[src/rtl/riscv_mem_arbiter.sv]
// Arbitrates one single-ported memory between instruction fetch and load/store.
// Accesses have a bounded wait. Define RISCV_MEMARB_RR_EN for round-robin arbitration on contention.
module riscv_mem_arbiter #(
  parameter int TIMEOUT = 255,
  parameter int CNT_W   = 8
) (
  input  logic        clk,
  input  logic        rst,
  input  logic        i_req,
  input  logic [31:0] i_addr,
  output logic [31:0] i_rdata,
  output logic        i_valid,
  output logic        i_err,
  input  logic        d_read,
  input  logic        d_write,
  input  logic [31:0] d_addr,
  input  logic [31:0] d_wdata,
  input  logic [2:0]  d_funct3,
  output logic [31:0] d_rdata,
  output logic        d_valid,
  output logic        d_err,
  output logic        stall_if,
  output logic        stall_mem,
  output logic        mem_req,
  output logic        mem_we,
  output logic [31:0] mem_addr,
  output logic [31:0] mem_wdata,
  output logic [2:0]  mem_size,
  input  logic [31:0] mem_rdata,
  input  logic        mem_ready
);

  typedef enum logic [1:0] {IDLE, D_BUSY, I_BUSY, DONE} state_t;

  localparam logic [CNT_W:0] TIMEOUT_L  = (CNT_W+1)'(TIMEOUT);
  localparam bit             TIMEOUT_EN = (TIMEOUT != 0);

  state_t      state_q, state_d;
  logic [CNT_W-1:0] cnt_q, cnt_d;
  logic [CNT_W:0]   cnt_inc;
  logic        mem_req_q, mem_req_d;
  logic        mem_we_q, mem_we_d;
  logic [31:0] mem_addr_q, mem_addr_d;
  logic [31:0] mem_wdata_q, mem_wdata_d;
  logic [2:0]  mem_size_q, mem_size_d;
  logic [31:0] i_rdata_q, i_rdata_d;
  logic [31:0] d_rdata_q, d_rdata_d;
  logic        i_valid_q, i_valid_d;
  logic        d_valid_q, d_valid_d;
  logic        i_err_q, i_err_d;
  logic        d_err_q, d_err_d;
  logic        d_any;
  logic        grant_d;

  assign d_any   = d_read | d_write;
  assign cnt_inc = {1'b0, cnt_q} + (CNT_W+1)'(1);

`ifdef RISCV_MEMARB_RR_EN
  // last_grant_q: 0 = data was granted last, 1 = fetch was granted last.
  logic last_grant_q, last_grant_d;

  assign grant_d = d_any & ~(i_req & ~last_grant_q);

  always_ff @(posedge clk) begin
    if (rst) last_grant_q <= 1'b0;
    else     last_grant_q <= last_grant_d;
  end
`else
  assign grant_d = d_any;
`endif

  always_comb begin
    state_d     = state_q;
    cnt_d       = cnt_q;
    mem_req_d   = mem_req_q;
    mem_we_d    = mem_we_q;
    mem_addr_d  = mem_addr_q;
    mem_wdata_d = mem_wdata_q;
    mem_size_d  = mem_size_q;
    i_rdata_d   = i_rdata_q;
    d_rdata_d   = d_rdata_q;
    i_valid_d   = 1'b0;
    d_valid_d   = 1'b0;
    i_err_d     = 1'b0;
    d_err_d     = 1'b0;
`ifdef RISCV_MEMARB_RR_EN
    last_grant_d = last_grant_q;
`endif
    unique case (state_q)
      IDLE: begin
        cnt_d = '0;
        if (grant_d) begin
          state_d     = D_BUSY;
          mem_req_d   = 1'b1;
          mem_we_d    = d_write;
          mem_addr_d  = d_addr;
          mem_wdata_d = d_wdata;
          mem_size_d  = d_funct3;
`ifdef RISCV_MEMARB_RR_EN
          last_grant_d = 1'b0;
`endif
        end else if (i_req) begin
          state_d    = I_BUSY;
          mem_req_d  = 1'b1;
          mem_we_d   = 1'b0;
          mem_addr_d = i_addr;
          mem_size_d = 3'b010;
`ifdef RISCV_MEMARB_RR_EN
          last_grant_d = 1'b1;
`endif
        end
      end
      D_BUSY, I_BUSY: begin
        // A ready arriving on the timeout cycle still completes the access.
        if (mem_ready) begin
          state_d   = DONE;
          mem_req_d = 1'b0;
          cnt_d     = '0;
          if (state_q == I_BUSY) begin
            i_rdata_d = mem_rdata;
            i_valid_d = 1'b1;
          end else begin
            d_valid_d = 1'b1;
            if (!mem_we_q) d_rdata_d = mem_rdata;
          end
        end else if (TIMEOUT_EN && (cnt_inc == TIMEOUT_L)) begin
          state_d   = DONE;
          mem_req_d = 1'b0;
          cnt_d     = '0;
          if (state_q == I_BUSY) i_err_d = 1'b1;
          else                   d_err_d = 1'b1;
        end else begin
          cnt_d = cnt_inc[CNT_W-1:0];
        end
      end
      DONE: begin
        state_d = IDLE;
      end
      default: begin
        state_d = IDLE;
      end
    endcase
  end

  always_ff @(posedge clk) begin
    if (rst) begin
      state_q     <= IDLE;
      cnt_q       <= '0;
      mem_req_q   <= 1'b0;
      mem_we_q    <= 1'b0;
      mem_addr_q  <= '0;
      mem_wdata_q <= '0;
      mem_size_q  <= '0;
      i_rdata_q   <= '0;
      d_rdata_q   <= '0;
      i_valid_q   <= 1'b0;
      d_valid_q   <= 1'b0;
      i_err_q     <= 1'b0;
      d_err_q     <= 1'b0;
    end else begin
      state_q     <= state_d;
      cnt_q       <= cnt_d;
      mem_req_q   <= mem_req_d;
      mem_we_q    <= mem_we_d;
      mem_addr_q  <= mem_addr_d;
      mem_wdata_q <= mem_wdata_d;
      mem_size_q  <= mem_size_d;
      i_rdata_q   <= i_rdata_d;
      d_rdata_q   <= d_rdata_d;
      i_valid_q   <= i_valid_d;
      d_valid_q   <= d_valid_d;
      i_err_q     <= i_err_d;
      d_err_q     <= d_err_d;
    end
  end

  assign mem_req   = mem_req_q;
  assign mem_we    = mem_we_q;
  assign mem_addr  = mem_addr_q;
  assign mem_wdata = mem_wdata_q;
  assign mem_size  = mem_size_q;
  assign i_rdata   = i_rdata_q;
  assign d_rdata   = d_rdata_q;
  assign i_valid   = i_valid_q;
  assign d_valid   = d_valid_q;
  assign i_err     = i_err_q;
  assign d_err     = d_err_q;

  assign stall_if  = i_req & ~i_valid_q & ~i_err_q;
  assign stall_mem = d_any & ~d_valid_q & ~d_err_q;

endmodule

[config.mk]
export PLATFORM = sky130hd
export DESIGN_NAME = riscv_mem_arbiter
export DESIGN_NICKNAME = d
export VERILOG_FILES = /design/src/rtl/riscv_mem_arbiter.sv
export SDC_FILE = /design/constraint.sdc
export NUM_CORES = 1
export LEC_CHECK = 0
export ABC_AREA = 1
export BUFFER_PORTS_ARGS = -buffer_cell sky130_fd_sc_hd__buf_2
export CAP_MARGIN = 10
export CORE_UTILIZATION = 35
export CTS_CLUSTER_SIZE = 8
export DETAILED_ROUTE_END_ITERATION = 10
export PLACE_DENSITY = 0.7
export SLEW_MARGIN = 5
export SYNTH_ARGS = -nofsm -noshare
export SYNTH_HDL_FRONTEND = slang
export SYNTH_SLANG_ARGS = --single-unit
[constraint.sdc]
create_clock -name clk -period 1.87 [get_ports clk]
set_input_delay 0.187 -clock clk [delete_from_list [all_inputs] [get_ports clk]]
set_output_delay 0.187 -clock clk [all_outputs]
set_load 0.02 [all_outputs]
# == Word-level counts from Yosys, hierarchy flattened ==
# Index checks and enable logic that the tools add are counted.
# op_classes
n_mux,21
addsub,1
n_bitwise,14
n_reduce_logical,12
n_eq_ne,6
# op_table
cell,count
$mux 32,2
$mux 8,2
$pmux 8 s2,1
$add 8x1->9 const B,1
$eq 9x8->1 const B,1
$not 1->1,9
$mux 1,8
$mux 2,4
$mux 3,2
$ne 3x3->1 const B,2
$pmux 2 s3,1
$reduce_and 2->1,3
$reduce_and 3->1,2
$and 1x1->1,4
$eq 2x2->1 const B,2
$reduce_and 4->1,1
$reduce_bool 2->1,2
$reduce_or 4->1,1
$reduce_or 3->1,1
$eq 2x1->1 const B,1
$logic_not 2->1,1
$pmux 1 s2,1
$reduce_or 2->1,1
$or 1x1->1,1
# totals
output_inout_bits,139
ff_bits,147
in_bits,137
word_cells,67

# == Logic depth before layout (Yosys ltp) ==
# Gate-level depths: netlist (run 1).
# depth
ltp_word,5
mapped_depth,12
ltp_nobuf,12

# == Worst setup path before layout (run 1) ==
# Ideal clock, no wire load.
# synth_timing
kind,register -> register
start,register state_q[1]
end,"register d_rdata_q[10], in the netlist d_rdata[10]"
path_slack_ns,0.324
arrival_ns,1.430
stages_incl_launch_ff,9
period_less_slack_ns,1.546
setup_time_ns,0.116
required_time_ns,1.754
n_path_buf,1
cell_sequence,dfxtp_1 -> inv_1 -> ha_1 -> nand2_1 -> nor3_2 -> inv_1 -> clkbuf_1 -> nor2_1 -> nor2_1
# synth_between
elab_chain_cells,3
word_cells_on_any_way,5
classes_between,eq/ne: 2; bitwise: 1; reduce/logical: 2
# synth_lines
item,line_no,text
"start, declared",38,"state_t state_q, state_d;"
"start signal, assigned",161,state_q <= state_d;
$eq 2x2->1 / $eq 2x1->1 (equally long branches),"89, 119",
$reduce_or 2->1 / $not 1->1 (equally long branches),n/a,
$reduce_and 4->1 (no line) (*),n/a,
"end signal, assigned",169,d_rdata_q <= d_rdata_d;
"end, declared",47,"logic [31:0] d_rdata_q, d_rdata_d;"
# Every way passes the cells marked *; elsewhere a longest branch is shown, timed or not.
# A chain may end at the register's enable or synchronous reset.

# == Worst setup path after layout (run 1) ==
# layout_timing
start,register state_q[0]
end,"register mem_wdata_q[0], in the netlist mem_wdata[0]"
# layout_between
elab_chain_cells,2
# layout_lines
item,line_no,text
$logic_not 2->1,89,unique case (state_q)
$reduce_and 2->1 (no line),n/a,
"end signal, assigned",166,mem_wdata_q <= mem_wdata_d;
"end, declared",44,"logic [31:0] mem_wdata_q, mem_wdata_d;"
# No other way between the ends.

==> reports/qor.yml, run 1 <==
status: "finished, final reports clean"
clk_pin_slew_worst_paths_ns: 0.06
drive_gt1_share_pct: 32.3
netlist_area_mm2: 0.00567
wl_per_cell_um: 13.6
max-vdd-ir-drop_mv: 0.952
hold_class: "input port to flop"
cpLargestDelayFamily: "buffers and inverters"
antenna_found_initial: 0
fin_skew_ns: 0.0116
fin_crit_ns: 1.65
dp_hpwl_um: 11500
slew_viol_final: 0
first_pass_iters: 5
portBuffers: 275
synth_compound_area_share_pct: 19.6
synth-simple-area-share_pct: 22.3
dieArea_mm2: 0.0167
setup_ws_ns: 0.223
critPathBufInv: 4
area_growth_pct: 45.7
first_global_vias: 5624
postCtsSetupRepairBufs: 0
max_freq_mhz: 607
tightestPinTransition_ns: 0.495
place_congestion: 0.789
grt_pass1_wl_um: 27300
drc_errors: 0
holdWs_ns: 0.0143
clockPowerShare_pct: 24.3
cts_tree: "yes"
setup-tns-final_ns: 0
rsz0062_at_grt: "no"
synth_top_family_by_area: "simple AND/OR/NAND/NOR gates"
muxShareOfSynthArea_pct: 0
finalHoldViolCount: 0
grt_max_degree: 93
start_util_pct: 35.8
num_vias: 6057
numCtsBuffers: 17
routed_via_density: 4.75
cpPeakStageDelay_ns: 0.36
slew_headroom_pct: 67.0
cts_max_level: 4
internal_power_uw: 7640
setup_violations: 0
synthDistinctLibCells: 24
dpl_worst_slack_ns: 0.242
synthAdderAreaFrac_pct: 1.10
power_frac_comb_pct: 39.8
ys_warn_count: 0
crit_type: "flop to flop"
drtIter0Drc: 399
swShare_pct: 41.1
syn_nets: 886
antennaDiodeCount: 0
synth.ff_latch_count: 147
start_kind: "flop"
die_y_um: 129
p_per_area_mw_per_mm2: 1570
yosysSeqAreaShare_pct: 51.9
synth_top_area_share_pct: 51.9
clock_sinks: 147
crit_chain: "inv_1 > ha_1 > inv_1 > nor2_4 > inv_2 > buf_12 > nor2_1 > nor2_1"
p_leak_uw: 0.00393
avgSynthCellArea_um2: 7.62
routed_wl_um: 17400
dp.cells: 1202
slowest_stage: "dfxtp_1"
drv_cap: 0
cp_max_fo: 23
cts_buffer_depth: 2
die_w_um: 129
grtUsageTotal_pct: 20.8
seqPwrFrac_pct: 35.8
period_share_pct: 88.1
ioPinCount: 276
instances_no_fill: 1275
post-route-util_pct: 52.2
synthCells: 744
cp_data_arrival_time_ns: 2.00
synthXorXnorAreaFrac_pct: 0
final_cell_mix: "275 x buf_2, 207 x nor2_1, 147 x dfxtp_1"
cp.required_ns: 2.22
ant_nets: 0
insertion_delay_ns: 0.42
synth.area.top_cells: "dfxtp_1 52%, nor2_1 14%, o21ai_0 13%"
root_buffer: "clkbuf_16"
endpoint_kind: "flop"
rows: 46
yosysTopAreaCell: "dfxtp_1"
nets: 1188
grt_overflow: 0
p_switching_uw: 5320
core_area_mm2: 0.0158
final_common_cell: "buf_2"
==> worst min-delay path: cells and delay by family <==
family                 cells  cell delay (ns)
buffers and inverters      1             0.08
and+or+nand+nor            2             0.13
==> final timing paths <==
kind,from,end,slack [ns],depth (start not counted)
worst min register to register,mem_size[2]$_SDFFE_PP0P_,mem_size[2]$_SDFFE_PP0P_,0.46,2
worst max-delay path,state_q[0]$_SDFFE_PP0P_,mem_wdata[0]$_SDFFE_PP0P_,0.22,8
worst min-delay path,mem_rdata[29],d_rdata[29]$_SDFFE_PP0P_,0.01,3
worst max register to register,state_q[0]$_SDFFE_PP0P_,mem_wdata[0]$_SDFFE_PP0P_,0.22,8
==> metal layers <==
metal	up-vias	global-route usage, %	routed length, µm
met5	-	0	0
met4	0	9.97	500
met3	40	5.82	1000
met2	219	34.6	8570
met1	2720	24.6	7290
li1	3078	-	-
==> power by group through the flow <==
stage	sequential (µW)	combinational, µW	clock, µW
5_1_grt	4760	5670	3390
2_1_floorplan	5880	2050	0
3_5_place_dp	4670	5100	0
3_3_place_gp	4660	5060	0
6_report	4640	5160	3150
4_1_cts	4640	5170	3230
==> cell type report <==
| cell class | instances | area [µm²] |
|---|---|---|
| clock buffer | 19 | 443 |
| clock inverter | 13 | 101 |
| fill | 1502 | 7570 |
| inverter | 23 | 86.3 |
| multi-input combinational | 524 | 2450 |
| sequential | 147 | 2940 |
| tap | 216 | 270 |
| timing repair buffer | 333 | 1960 |
==> cell usage after synthesis <==
| master | number |
|---|---|
| nand2_4 | 2 |
| a21oi_2 | 1 |
| a31oi_1 | 32 |
| nand2_1 | 64 |
| dfxtp_1 | 147 |
| nor2_4 | 5 |
| nand4_1 | 5 |
| nor2_2 | 1 |
| inv_1 | 21 |
| nand3_2 | 1 |
| buf_4 | 2 |
| nand3_1 | 13 |
| nor3_2 | 1 |
| nand2_2 | 4 |
| clkbuf_1 | 41 |
| o21ai_1 | 20 |
| o221a_2 | 1 |
| ha_1 | 5 |
| nor3_1 | 4 |
| a21oi_1 | 15 |
| buf_2 | 7 |
| o21ai_0 | 143 |
| inv_2 | 2 |
| nor2_1 | 207 |
==> state kept, by name, indices dropped and copies added (netlist names) <==
signal	cells
mem_wdata	32
i_rdata	32
i_valid	1
cnt_q	8
d_rdata	32
mem_addr	32
mem_size	3
d_err	1
mem_req	1
d_valid	1
mem_we	1
state_q	2
i_err	1
==> logic make-up (layout without fill, tap and decap cells) <==
kind of cell               after synthesis  after routing
and+or+nand+nor                        307            307
AOI/OAI and AO/OA                      212            212
DFF                                    147            147
buffers and inverters                   73            388
adders and majority gates                5              5
==> through the flow <==
stage | total power [µW] | area (µm²)
3_5_place_dp | 9770 | 7300
2_1_floorplan | 7930 | 5670
6_report | 13000 | 8260
5_1_grt | 13800 | 8260
3_3_place_gp | 9720 | 7300
4_1_cts | 13000 | 8260
==> timing repair <==
item,in CTS,in global routing
endpoints found under the setup margin,0,0
hold buffers,41,0
gates resized for setup,0,0
hold endpoints to repair,41,0
No activity file was read; power rests on OpenSTA's default activity.
==> run 2, diff against run 1 <==
--- a/config.mk
+++ b/config.mk
@@ -8,6 +8,7 @@
 export ABC_AREA = 1
 export BUFFER_PORTS_ARGS = -buffer_cell sky130_fd_sc_hd__buf_2
 export CAP_MARGIN = 10
+export CORE_MARGIN = 2
 export CORE_UTILIZATION = 35
 export CTS_CLUSTER_SIZE = 8
 export DETAILED_ROUTE_END_ITERATION = 10
==> run 2 against run 1 <==
- sequential power about the same
- combinational power about the same
- cell count up 0.39%
- setup slack worse by 0.048 ns
- non-clock buffer count up 5
- global-route usage down 0.89 points
- worst hold slack worse by 0.0021 ns
- clock power up 7.6%
- routed wire length up 0.11%
- register-to-register slack worse by 0.05 ns
- first-iteration DRC count down 20%
- count of clock-buffer cells in the layout down 2
- critical endpoint is now d_rdata[2]$_SDFFE_PP0P_
==> reports/qor.yml, run 2 (synthesized netlist as in run 1, its figures left out) <==
rr_endpoint: "d_rdata[2]$_SDFFE_PP0P_"
first_global_vias: 5700
p_per_area_mw_per_mm2: 1580
wl_per_cell_um: 13.6
fin_crit_ns: 1.69
post_dp_cell_area_mm2: 0.00732
post-route-util_pct: 52.6
place_congestion: 0.807
rsz0062_at_grt: "no"
portBuffers: 275
antennaDiodeCount: 0
nFillCells: 1481
area_growth_pct: 47.3
period_share_pct: 90.6
crit_end: "d_rdata[2]$_SDFFE_PP0P_"
die_w_um: 131
finalHoldViolCount: 0
p_leak_uw: 0.00398
cts_max_level: 4
dieArea_mm2: 0.0172
num_vias: 6076
nets: 1193
die_y_um: 131
start_util_pct: 35.7
hold_class: "input port to flop"
seqPwrFrac_pct: 35.1
regArea_mm2: 0.00294
holdWs_ns: 0.0122
drtIter0Drc: 321
first_pass_iters: 5
ant_nets: 0
cp-startpoint: "state_q[1]$_SDFFE_PP0P_"
grtUsageTotal_pct: 19.9
final_cell_mix: "275 x buf_2, 207 x nor2_1, 147 x dfxtp_1"
drv_cap: 0
max_freq_mhz: 590
swShare_pct: 41.1
cts_buffer_depth: 2
cp_max_fo: 21
status: "finished, final reports clean"
fin_area_mm2: 0.00835
clock_sinks: 147
internal_power_uw: 7790
rows: 46
insertion_delay_ns: 0.42
numCtsBuffers: 17
drive_gt1_share_pct: 32.4
clockPowerShare_pct: 25.6
grt_max_degree: 92
core_area_mm2: 0.0159
grt_pass1_wl_um: 28100
clk_pin_slew_worst_paths_ns: 0.07
r2r_start: "state_q[1]$_SDFFE_PP0P_"
routed_wl_um: 17400
r2r_setup_slack_ns: 0.18
setup_ws_ns: 0.175
tightestPinTransition_ns: 0.518
endpoint_kind: "flop"
drc_errors: 0
ioPinCount: 276
grt_overflow: 0
p_switching_uw: 5440
antenna_found_initial: 0
power_frac_comb_pct: 39.2
cp_data_arrival_time_ns: 2.01
setup_violations: 0
slew_viol_final: 0
setup-tns-final_ns: 0
start_kind: "flop"
routed_via_density: 4.75
final_common_cell: "buf_2"
r2r_cells: 8
max-vdd-ir-drop_mv: 0.988
cts_tree: "yes"
cts_resized: 0
dpl_worst_slack_ns: 0.159
slew_headroom_pct: 65.4
root_buffer: "clkbuf_16"
cp.required_ns: 2.18
multi_input_area_mm2: 0.00245
crit_type: "flop to flop"
fin_skew_ns: 0.0115
dp_hpwl_um: 11500
==> run 2: changes by cell type in the layout (fill, tap and decap cells not counted), sizes merged <==
cell | before | now
dlygate4sd3 | 41 | 44
buf | 292 | 294
clkbuf | 19 | 17
inv | 28 | 30
bufinv | 0 | 1
clkinvlp | 3 | 2
==> run 2: layout make-up <==
cell class	instances	share of cell area, %
Multi-Input combinational cell	524	29.3
Clock buffer	17	5.09
Timing Repair Buffer	338	24.1
Clock inverter	15	2.02
Tap cell	216	3.23
Sequential cell	147	35.2
Inverter	23	1.03
==> run 2: metal layers <==
layer	GRT usage [%]	vias up	wire length (µm)
li1	-	3087	-
met1	23.9	2747	7530
met2	34.1	212	8460
met3	5.13	30	1010
met4	7.61	0	381
met5	0	-	0
==> run 2: worst max-delay path: stages, from the launching register on <==
cell and delay [ns]:
dfxtp_1 0.38, inv_1 0.06, ha_1 0.33, nand2_1 0.11
nor3_4 0.22, inv_1 0.10, buf_4 0.22, nor2_1 0.11
nor2_1 0.05
==> run 2: how the worst min path moves through the flow <==
stage / slack [ns] / start / depth (start not counted) / endpoint
finish: 0.01 / d_wdata[10] / 3 / mem_wdata[10]$_SDFFE_PP0P_
floorplan: 0.26 / rst / 1 / d_valid$_SDFF_PP0_
CTS: 0.0005 / mem_rdata[31] / 3 / d_rdata[31]$_SDFFE_PP0P_
global route: 0.01 / d_wdata[10] / 3 / mem_wdata[10]$_SDFFE_PP0P_
global placement: 0.41 / d_wdata[23] / 3 / mem_wdata[23]$_SDFFE_PP0P_
detailed placement: 0.42 / d_wdata[27] / 3 / mem_wdata[27]$_SDFFE_PP0P_
==> run 2: per-stage QoR <==
step | std cells | power (µW)
after floorplan | 744 | 7930
after global placement | 1204 | 9740
after detailed placement | 1204 | 9790
after CTS | 1280 | 13300
after global routing | 1280 | 14000
final | 1280 | 13200
==> run 2: repair_timing <==
action / CTS / global route
hold endpoints to repair: 44 / 0
setup endpoints to repair: 0 / 0
hold buffers: 44 / 0
buffers inserted: 0 / 0
==> run 2: power groups by stage <==
| stage | Sequential, µW | Combinational (µW) | Clock [µW] |
|---|---|---|---|
| 3_5_place_dp | 4670 | 5120 | 0 |
| 6_report | 4650 | 5190 | 3390 |
| 3_3_place_gp | 4670 | 5070 | 0 |
| 4_1_cts | 4630 | 5200 | 3480 |
| 2_1_floorplan | 5880 | 2050 | 0 |
| 5_1_grt | 4760 | 5670 | 3610 |
